**src/rtl/pipe_last_to_length.sv**
```systemverilog
// Store-and-forward converter: buffers last-delimited packets and replays each with its beat count.
// Optional build macro PIPE_LAST_TO_LENGTH_STATS_EN adds packet/truncation counters.
module pipe_last_to_length #(
  parameter int unsigned WIDTH = 32,
  parameter int unsigned DEPTH = 64,
  parameter int unsigned PKTS  = 4
) (
  input  logic             i_clk,
  input  logic             i_rst_n,
  input  logic             i_in_enq_ena,
  input  logic [WIDTH-1:0] i_in_enq_v,
  input  logic             i_in_enq_last,
  output logic             o_in_enq_rdy_c,
  output logic             o_out_enq_ena_c,
  output logic [WIDTH-1:0] o_out_enq_v_c,
  output logic [15:0]      o_out_enq_size_c,
  input  logic             i_out_enq_rdy
`ifdef PIPE_LAST_TO_LENGTH_STATS_EN
  ,
  output logic [31:0]      o_pkt_count,
  output logic [15:0]      o_trunc_count
`endif
);

  localparam int unsigned AW  = $clog2(DEPTH);
  localparam int unsigned PW  = AW + 1;
  localparam int unsigned SW  = AW + 1;
  localparam int unsigned LW  = $clog2(PKTS);
  localparam int unsigned LPW = LW + 1;

  typedef enum logic {S_IDLE, S_BUSY} state_t;

  logic [WIDTH-1:0] r_data_mem [DEPTH];
  logic [PW-1:0]    r_data_wr;
  logic [PW-1:0]    r_data_rd;
  logic [SW-1:0]    r_len_mem [PKTS];
  logic [LPW-1:0]   r_len_wr;
  logic [LPW-1:0]   r_len_rd;
  logic [AW-1:0]    r_in_count;
  logic [AW-1:0]    r_out_remaining;
  state_t           r_state;

  state_t           w_state_nxt;
  logic [AW-1:0]    w_remaining_nxt;
  logic             w_len_pop;
  logic             w_data_full;
  logic             w_len_full;
  logic             w_len_empty;
  logic             w_in_acc;
  logic             w_len_push;
  logic             w_trunc;
  logic             w_xfer;
  logic [SW-1:0]    w_len_head;
  logic [WIDTH-1:0] w_data_head;

  // FIFO status from registered pointers only
  assign w_data_full = (r_data_wr[PW-1] != r_data_rd[PW-1]) &&
                       (r_data_wr[AW-1:0] == r_data_rd[AW-1:0]);
  assign w_len_full  = (r_len_wr[LPW-1] != r_len_rd[LPW-1]) &&
                       (r_len_wr[LW-1:0] == r_len_rd[LW-1:0]);
  assign w_len_empty = (r_len_wr == r_len_rd);

  assign o_in_enq_rdy_c = !w_data_full && !w_len_full;
  assign w_in_acc       = i_in_enq_ena && o_in_enq_rdy_c;
  assign w_trunc        = (r_in_count == AW'(DEPTH - 1));
  assign w_len_push     = w_in_acc && (i_in_enq_last || w_trunc);

  assign w_len_head  = r_len_mem[r_len_rd[LW-1:0]];
  assign w_data_head = r_data_mem[r_data_rd[AW-1:0]];
  assign w_xfer      = !w_len_empty && i_out_enq_rdy;

  assign o_out_enq_ena_c  = w_xfer;
  assign o_out_enq_v_c    = w_len_empty ? '0 : w_data_head;
  assign o_out_enq_size_c = w_len_empty ? 16'd0 : 16'(w_len_head);

  // Storage arrays carry no reset; reads are masked until a packet is complete
  always_ff @(posedge i_clk) begin
    if (w_in_acc) begin
      r_data_mem[r_data_wr[AW-1:0]] <= i_in_enq_v;
    end
    if (w_len_push) begin
      r_len_mem[r_len_wr[LW-1:0]] <= SW'(r_in_count) + SW'(1);
    end
  end

  // Pointer and input beat counter update
  always_ff @(posedge i_clk) begin
    if (!i_rst_n) begin
      r_data_wr  <= '0;
      r_data_rd  <= '0;
      r_len_wr   <= '0;
      r_len_rd   <= '0;
      r_in_count <= '0;
    end else begin
      if (w_in_acc) begin
        r_data_wr  <= r_data_wr + PW'(1);
        r_in_count <= w_len_push ? '0 : r_in_count + AW'(1);
      end
      if (w_xfer) begin
        r_data_rd <= r_data_rd + PW'(1);
      end
      if (w_len_push) begin
        r_len_wr <= r_len_wr + LPW'(1);
      end
      if (w_len_pop) begin
        r_len_rd <= r_len_rd + LPW'(1);
      end
    end
  end

  // Output packet state register
  always_ff @(posedge i_clk) begin
    if (!i_rst_n) begin
      r_state         <= S_IDLE;
      r_out_remaining <= '0;
    end else begin
      r_state         <= w_state_nxt;
      r_out_remaining <= w_remaining_nxt;
    end
  end

  // Output next-state: count beats of the head packet, pop its length on the final beat
  always_comb begin
    w_state_nxt     = r_state;
    w_remaining_nxt = r_out_remaining;
    w_len_pop       = 1'b0;
    unique case (r_state)
      S_IDLE: begin
        if (w_xfer) begin
          if (w_len_head == SW'(1)) begin
            w_len_pop = 1'b1;
          end else begin
            w_state_nxt     = S_BUSY;
            w_remaining_nxt = AW'(w_len_head - SW'(1));
          end
        end
      end
      S_BUSY: begin
        if (w_xfer) begin
          w_remaining_nxt = r_out_remaining - AW'(1);
          if (r_out_remaining == AW'(1)) begin
            w_len_pop   = 1'b1;
            w_state_nxt = S_IDLE;
          end
        end
      end
      default: begin
        w_state_nxt     = S_IDLE;
        w_remaining_nxt = '0;
      end
    endcase
  end

`ifdef PIPE_LAST_TO_LENGTH_STATS_EN
  logic [31:0] r_pkt_count;
  logic [15:0] r_trunc_count;

  // Saturating statistics counters
  always_ff @(posedge i_clk) begin
    if (!i_rst_n) begin
      r_pkt_count   <= '0;
      r_trunc_count <= '0;
    end else begin
      if (w_len_pop && (r_pkt_count != '1)) begin
        r_pkt_count <= r_pkt_count + 32'd1;
      end
      if (w_len_push && !i_in_enq_last && (r_trunc_count != '1)) begin
        r_trunc_count <= r_trunc_count + 16'd1;
      end
    end
  end

  assign o_pkt_count   = r_pkt_count;
  assign o_trunc_count = r_trunc_count;
`endif

endmodule
```
**config.mk**
```make
export PLATFORM = sky130hd
export DESIGN_NAME = pipe_last_to_length
export DESIGN_NICKNAME = d
export VERILOG_FILES = /design/src/rtl/pipe_last_to_length.sv
export SDC_FILE = /design/constraint.sdc
export NUM_CORES = 2
export LEC_CHECK = 0
export CAP_MARGIN = 5
export CORE_ASPECT_RATIO = 1.2
export CORE_MARGIN = 2
export CORE_UTILIZATION = 30
export CTS_CLUSTER_DIAMETER = 150
export DETAILED_ROUTE_END_ITERATION = 10
export HOLD_SLACK_MARGIN = 0.08
export PLACE_DENSITY = 0.43
export SYNTH_ARGS = -nofsm -noshare
export SYNTH_HDL_FRONTEND = slang
export SYNTH_SLANG_ARGS = --single-unit
export TNS_END_PERCENT = 50
```
**constraint.sdc**
```tcl
create_clock -name i_clk -period 7.1 [get_ports i_clk]
set_input_delay 2.13 -clock i_clk [delete_from_list [all_inputs] [get_ports i_clk]]
set_output_delay 2.13 -clock i_clk [all_outputs]
set_load 0.03 [all_outputs]
```
==> metrics.md <==
| Metric | Value |
|---|---|
| Result of the run | `finished clean` |
| Rel. slew slack | `18.9%` |
| Synth Instances | `3448` |
| Final non-filler cell area | `94600 um2` |
| CTS H-tree depth | `4` |
| Peak per-stage delay on the critical path | `0.64 ns` |
| Post-synthesis instance area | `81300 um2` |
| RSZ-0062 raised after global routing | `false` |
| Buffer levels on the longest clock path | `4` |
| Internal reg-to-reg setup slack | `3.22 ns` |
| Std-Cell Rows | `209` |
| Final HPWL DP | `132000 um` |
| Critical path buffers and inverters | `3` |
| Async set-reset flop share out of synthesis | `0%` |
| Critical path startpoint category | `register` |
| Upper clock frequency limit | `0.145 GHz` |
| Cell type with the largest total area after synthesis | `sky130_fd_sc_hd__edfxtp_1` |
| Synth unique cells | `51` |
| Max-cap viol count | `0` |
| Cell area after placement | `87900 um2` |
| Number of nets in the final layout | `3803` |
| Avg Vias per Cell | `4.97` |
| Clock tree from TritonCTS | `done` |
| RePlAce Congestion | `0.738` |
| Ports placed on the boundary | `87` |
| Cells taking the most area after synthesis | `sky130_fd_sc_hd__edfxtp_1 (77%), sky130_fd_sc_hd__mux4_2 (17%), sky130_fd_sc_hd__dfxtp_1 (1.0%), sky130_fd_sc_hd__mux2i_1 (0.76%), sky130_fd_sc_hd__nor2_1 (0.43%)` |
| Master of the slowest instance on the critical path | `sky130_fd_sc_hd__clkdlybuf4s50_1` |
| Source-to-sink clock delay at the later pin of the worst-skew pair | `0.85 ns` |
| Initial standard-cell utilization of the core | `30.1%` |
| Yosys warning count | `0` |
| Number of enable flip-flop cells after synthesis | `2076` |
| Final Skew | `0.0350 ns` |
| Layout cells sized above 1 | `32.0%` |
| Antenna violations before repair | `11` |
| Final Slew Violations | `0` |
| Most frequent cell after synthesis | `sky130_fd_sc_hd__edfxtp_1` |
| GR Overflow Total | `0` |
| Pin count of the biggest net entering global routing | `90` |
| DRC violation total after the first TritonRoute iteration | `3469` |
| Proportion of synthesized chip area in sequential cells | `77.7%` |
| Crit path required time | `4.97 ns` |
| Most numerous cell on the critical path | `sky130_fd_sc_hd__mux4_2` |
| CP max FO | `33` |
| Final Critical Period | `6.89 ns` |
| Worst reg-to-reg path cell count | `6` |
| GRT Overall Usage | `17.0%` |
| Peak VDD IR | `0.188 mV` |
| Average wire per standard cell | `31.3 um` |
| Width of the die | `479 um` |
| Synth Flop Type | `sky130_fd_sc_hd__edfxtp_1` |
| Setup violators final | `0` |
| Power density cells | `275 nW/um2` |
| Area added between synthesis and finish | `16.3%` |
| Worst-Margin Slew | `1.21 ns` |
| Vias in the first global route | `39.7k` |
| Path category of the worst min-delay check | `register to register` |
| Post-route clock period utilization | `97.0%` |
| Cells on Worst Hold Path | `2` |
| Setup CP Type | `register to output port` |
| Clock root buffer | `sky130_fd_sc_hd__clkbuf_16` |
| Input/output buffers | `77` |
| List of cells traversed by the critical path | `buf_12 -> buf_4 -> mux4_2 -> mux4_2 -> a22oi_1 -> nand3_1 -> clkdlybuf4s50_1` |
| DRC viols | `0` |
| Total of flip-flops plus latches after synthesis | `2117` |
| Die Footprint | `275000 um2` |
| Standby leakage power | `27.9 nW` |
| Total negative setup slack | `0 ns` |
| Number of hold violations in the final report | `0` |
| Startpoint of the lowest-slack hold path | `r_out_remaining[4]$_SDFFE_PN0P_` |
| Antenna Nets Post-Route | `0` |
| Worst endpoint data arrival time | `4.76 ns` |
| Portion of synthesized cell area occupied by the leading cell type | `76.6%` |
| Kind of end point of the critical path | `output port` |
| Synthesized area per cell | `23.6 um2` |
| Number of search-and-repair iterations in the first detailed-routing pass | `5` |
| Via count of the routed design | `37.3k` |
| Synth cell count leaders | `sky130_fd_sc_hd__edfxtp_1 (2076), sky130_fd_sc_hd__mux4_2 (613), sky130_fd_sc_hd__nor2_1 (93)` |
| Hold worst-path end | `r_out_remaining[4]$_SDFFE_PN0P_` |
| Number of buffers created by CTS | `218` |
| Core region area | `270000 um2` |
| Sinks on Clock Net | `2117` |
| Delay-heaviest family, CP | `buffers and inverters` |
| Global-route wire length before repair | `329000 um` |
| Y dimension of the die | `574 um` |
| Clock slew seen by the registers of the worst setup and hold paths | `0.07 ns` |
| Critical R2R Launch | `r_len_wr[0]$_SDFFE_PN0P_` |
| Drt total wl | `235000 um` |
| Crit Reg-Reg Endpoint | `r_data_mem[32][24]$_DFFE_PP_` |
| Post-CTS Hold Buffers | `0` |
worst min-delay path: cells and delay by family, from the launching register on:
| family | cells | cell delay (ns) |
|---|---|---|
| and+or+nand+nor | 1 | 0.05 |
| AOI/OAI and AO/OA | 1 | 0.06 |
| DFF | 1 | 0.32 |
logic make-up (layout without fill, tap and decap cells):
logic type               after synthesis  count (layout)  share of synthesized area, %
AO/OA/AOI/OAI                        108             108                         0.954
buffers and inverters                211             674                          1.25
flip-flops                          2117            2117                          77.7
AND/OR/NAND/NOR                      261             261                          1.46
adder cells (fa/ha/maj)               12              12                         0.185
XOR/XNOR                              36              36                         0.388
multiplexers                         702             702                          18.1
other                                  1              14                       0.00461
per-stage QoR:
step / setup slack, ns / util (%) / hold slack [ns] / power, mW / instances
2_1_floorplan: 2.22 / - / 0.447 / 14.7 / 3456
3_3_place_gp: 0.916 / 32.6 / 0.461 / 15.3 / 7121
3_5_place_dp: 0.914 / 32.6 / 0.468 / 15.3 / 7121
4_1_cts: 0.0189 / 35.1 / 0.477 / 26.3 / 7506
5_1_grt: 0.00991 / 35.1 / 0.516 / 26.8 / 7509
6_report: 0.210 / 35.1 / 0.480 / 26.0 / 7511
state kept, by name (all words and copies together), names as in the netlist, named ones only:
register and cells:
r_data_wr 7, r_in_count 6, r_len_mem 28, r_data_rd 7, r_len_wr 3, r_data_mem 2048, r_state 1, r_out_remaining 6
r_len_rd 3
where the power goes:
part / leakage, nW / internal [mW] / switching, mW
clock: 3.28 / 6.20 / 4.82
combinational: 5.62 / 0.481 / 0.709
sequential: 19.0 / 13.8 / 0.0240
layout by cell type (no fill, tap or decap), drive strengths merged, types with 3 or more instances in the layout:
master	n
nand2b	3
edfxtp	2076
buf	237
clkinvlp	9
clkbuf	268
dfxtp	41
xor2	19
nand4	5
a21oi	12
nand3	37
or4	4
o21ai	13
and2	10
mux4	613
nor3	8
a22oi	31
ha	12
nand2	75
diode	5
clkinv	91
xnor2	17
and3	5
nor3b	5
inv	21
clkdlybuf4s50	34
conb	9
mux2	27
nor2	93
nand4b	5
bufinv	14
o211ai	34
or3	9
mux2i	62
how the worst max path moves through the flow:
stage | start | end | slack, ns | cells after the start
after detailed placement | register | o_out_enq_v_c[19] | 0.91 | 8
after global placement | register | o_out_enq_v_c[3] | 0.92 | 8
final | register | o_out_enq_v_c[31] | 0.21 | 7
after floorplan | i_in_enq_ena | r_data_mem[56][0]$_DFFE_PP_ | 2.22 | 5
after global routing | register | o_out_enq_v_c[13] | 0.01 | 6
after CTS | r_len_wr[1]$_SDFFE_PN0P_ | o_out_enq_v_c[13] | 0.02 | 6
cell type report:
type	instances	area (um2)
Inverter	18	67.6
Multi-Input combinational cell	1128	17700
Antenna cell	5	12.5
Fill cell	24968	175000
Sequential cell	2117	63200
Tap cell	3587	4490
Timing Repair Buffer	271	2480
Clock inverter	117	960
Clock buffer	268	5720
what timing repair did:
action                                  in CTS  in global routing
resized for setup                            2                  0
endpoints found under the setup margin       2                  0
setup buffers                                0                  0
metal layers:
layer | part of all wire (%) | track usage [%]
met5 | 0.011 | 0
met4 | 2.1 | 3.90
met3 | 3.3 | 1.88
met2 | 52 | 29.9
met1 | 43 | 22.5
No activity file was read; power rests on OpenSTA's default activity.
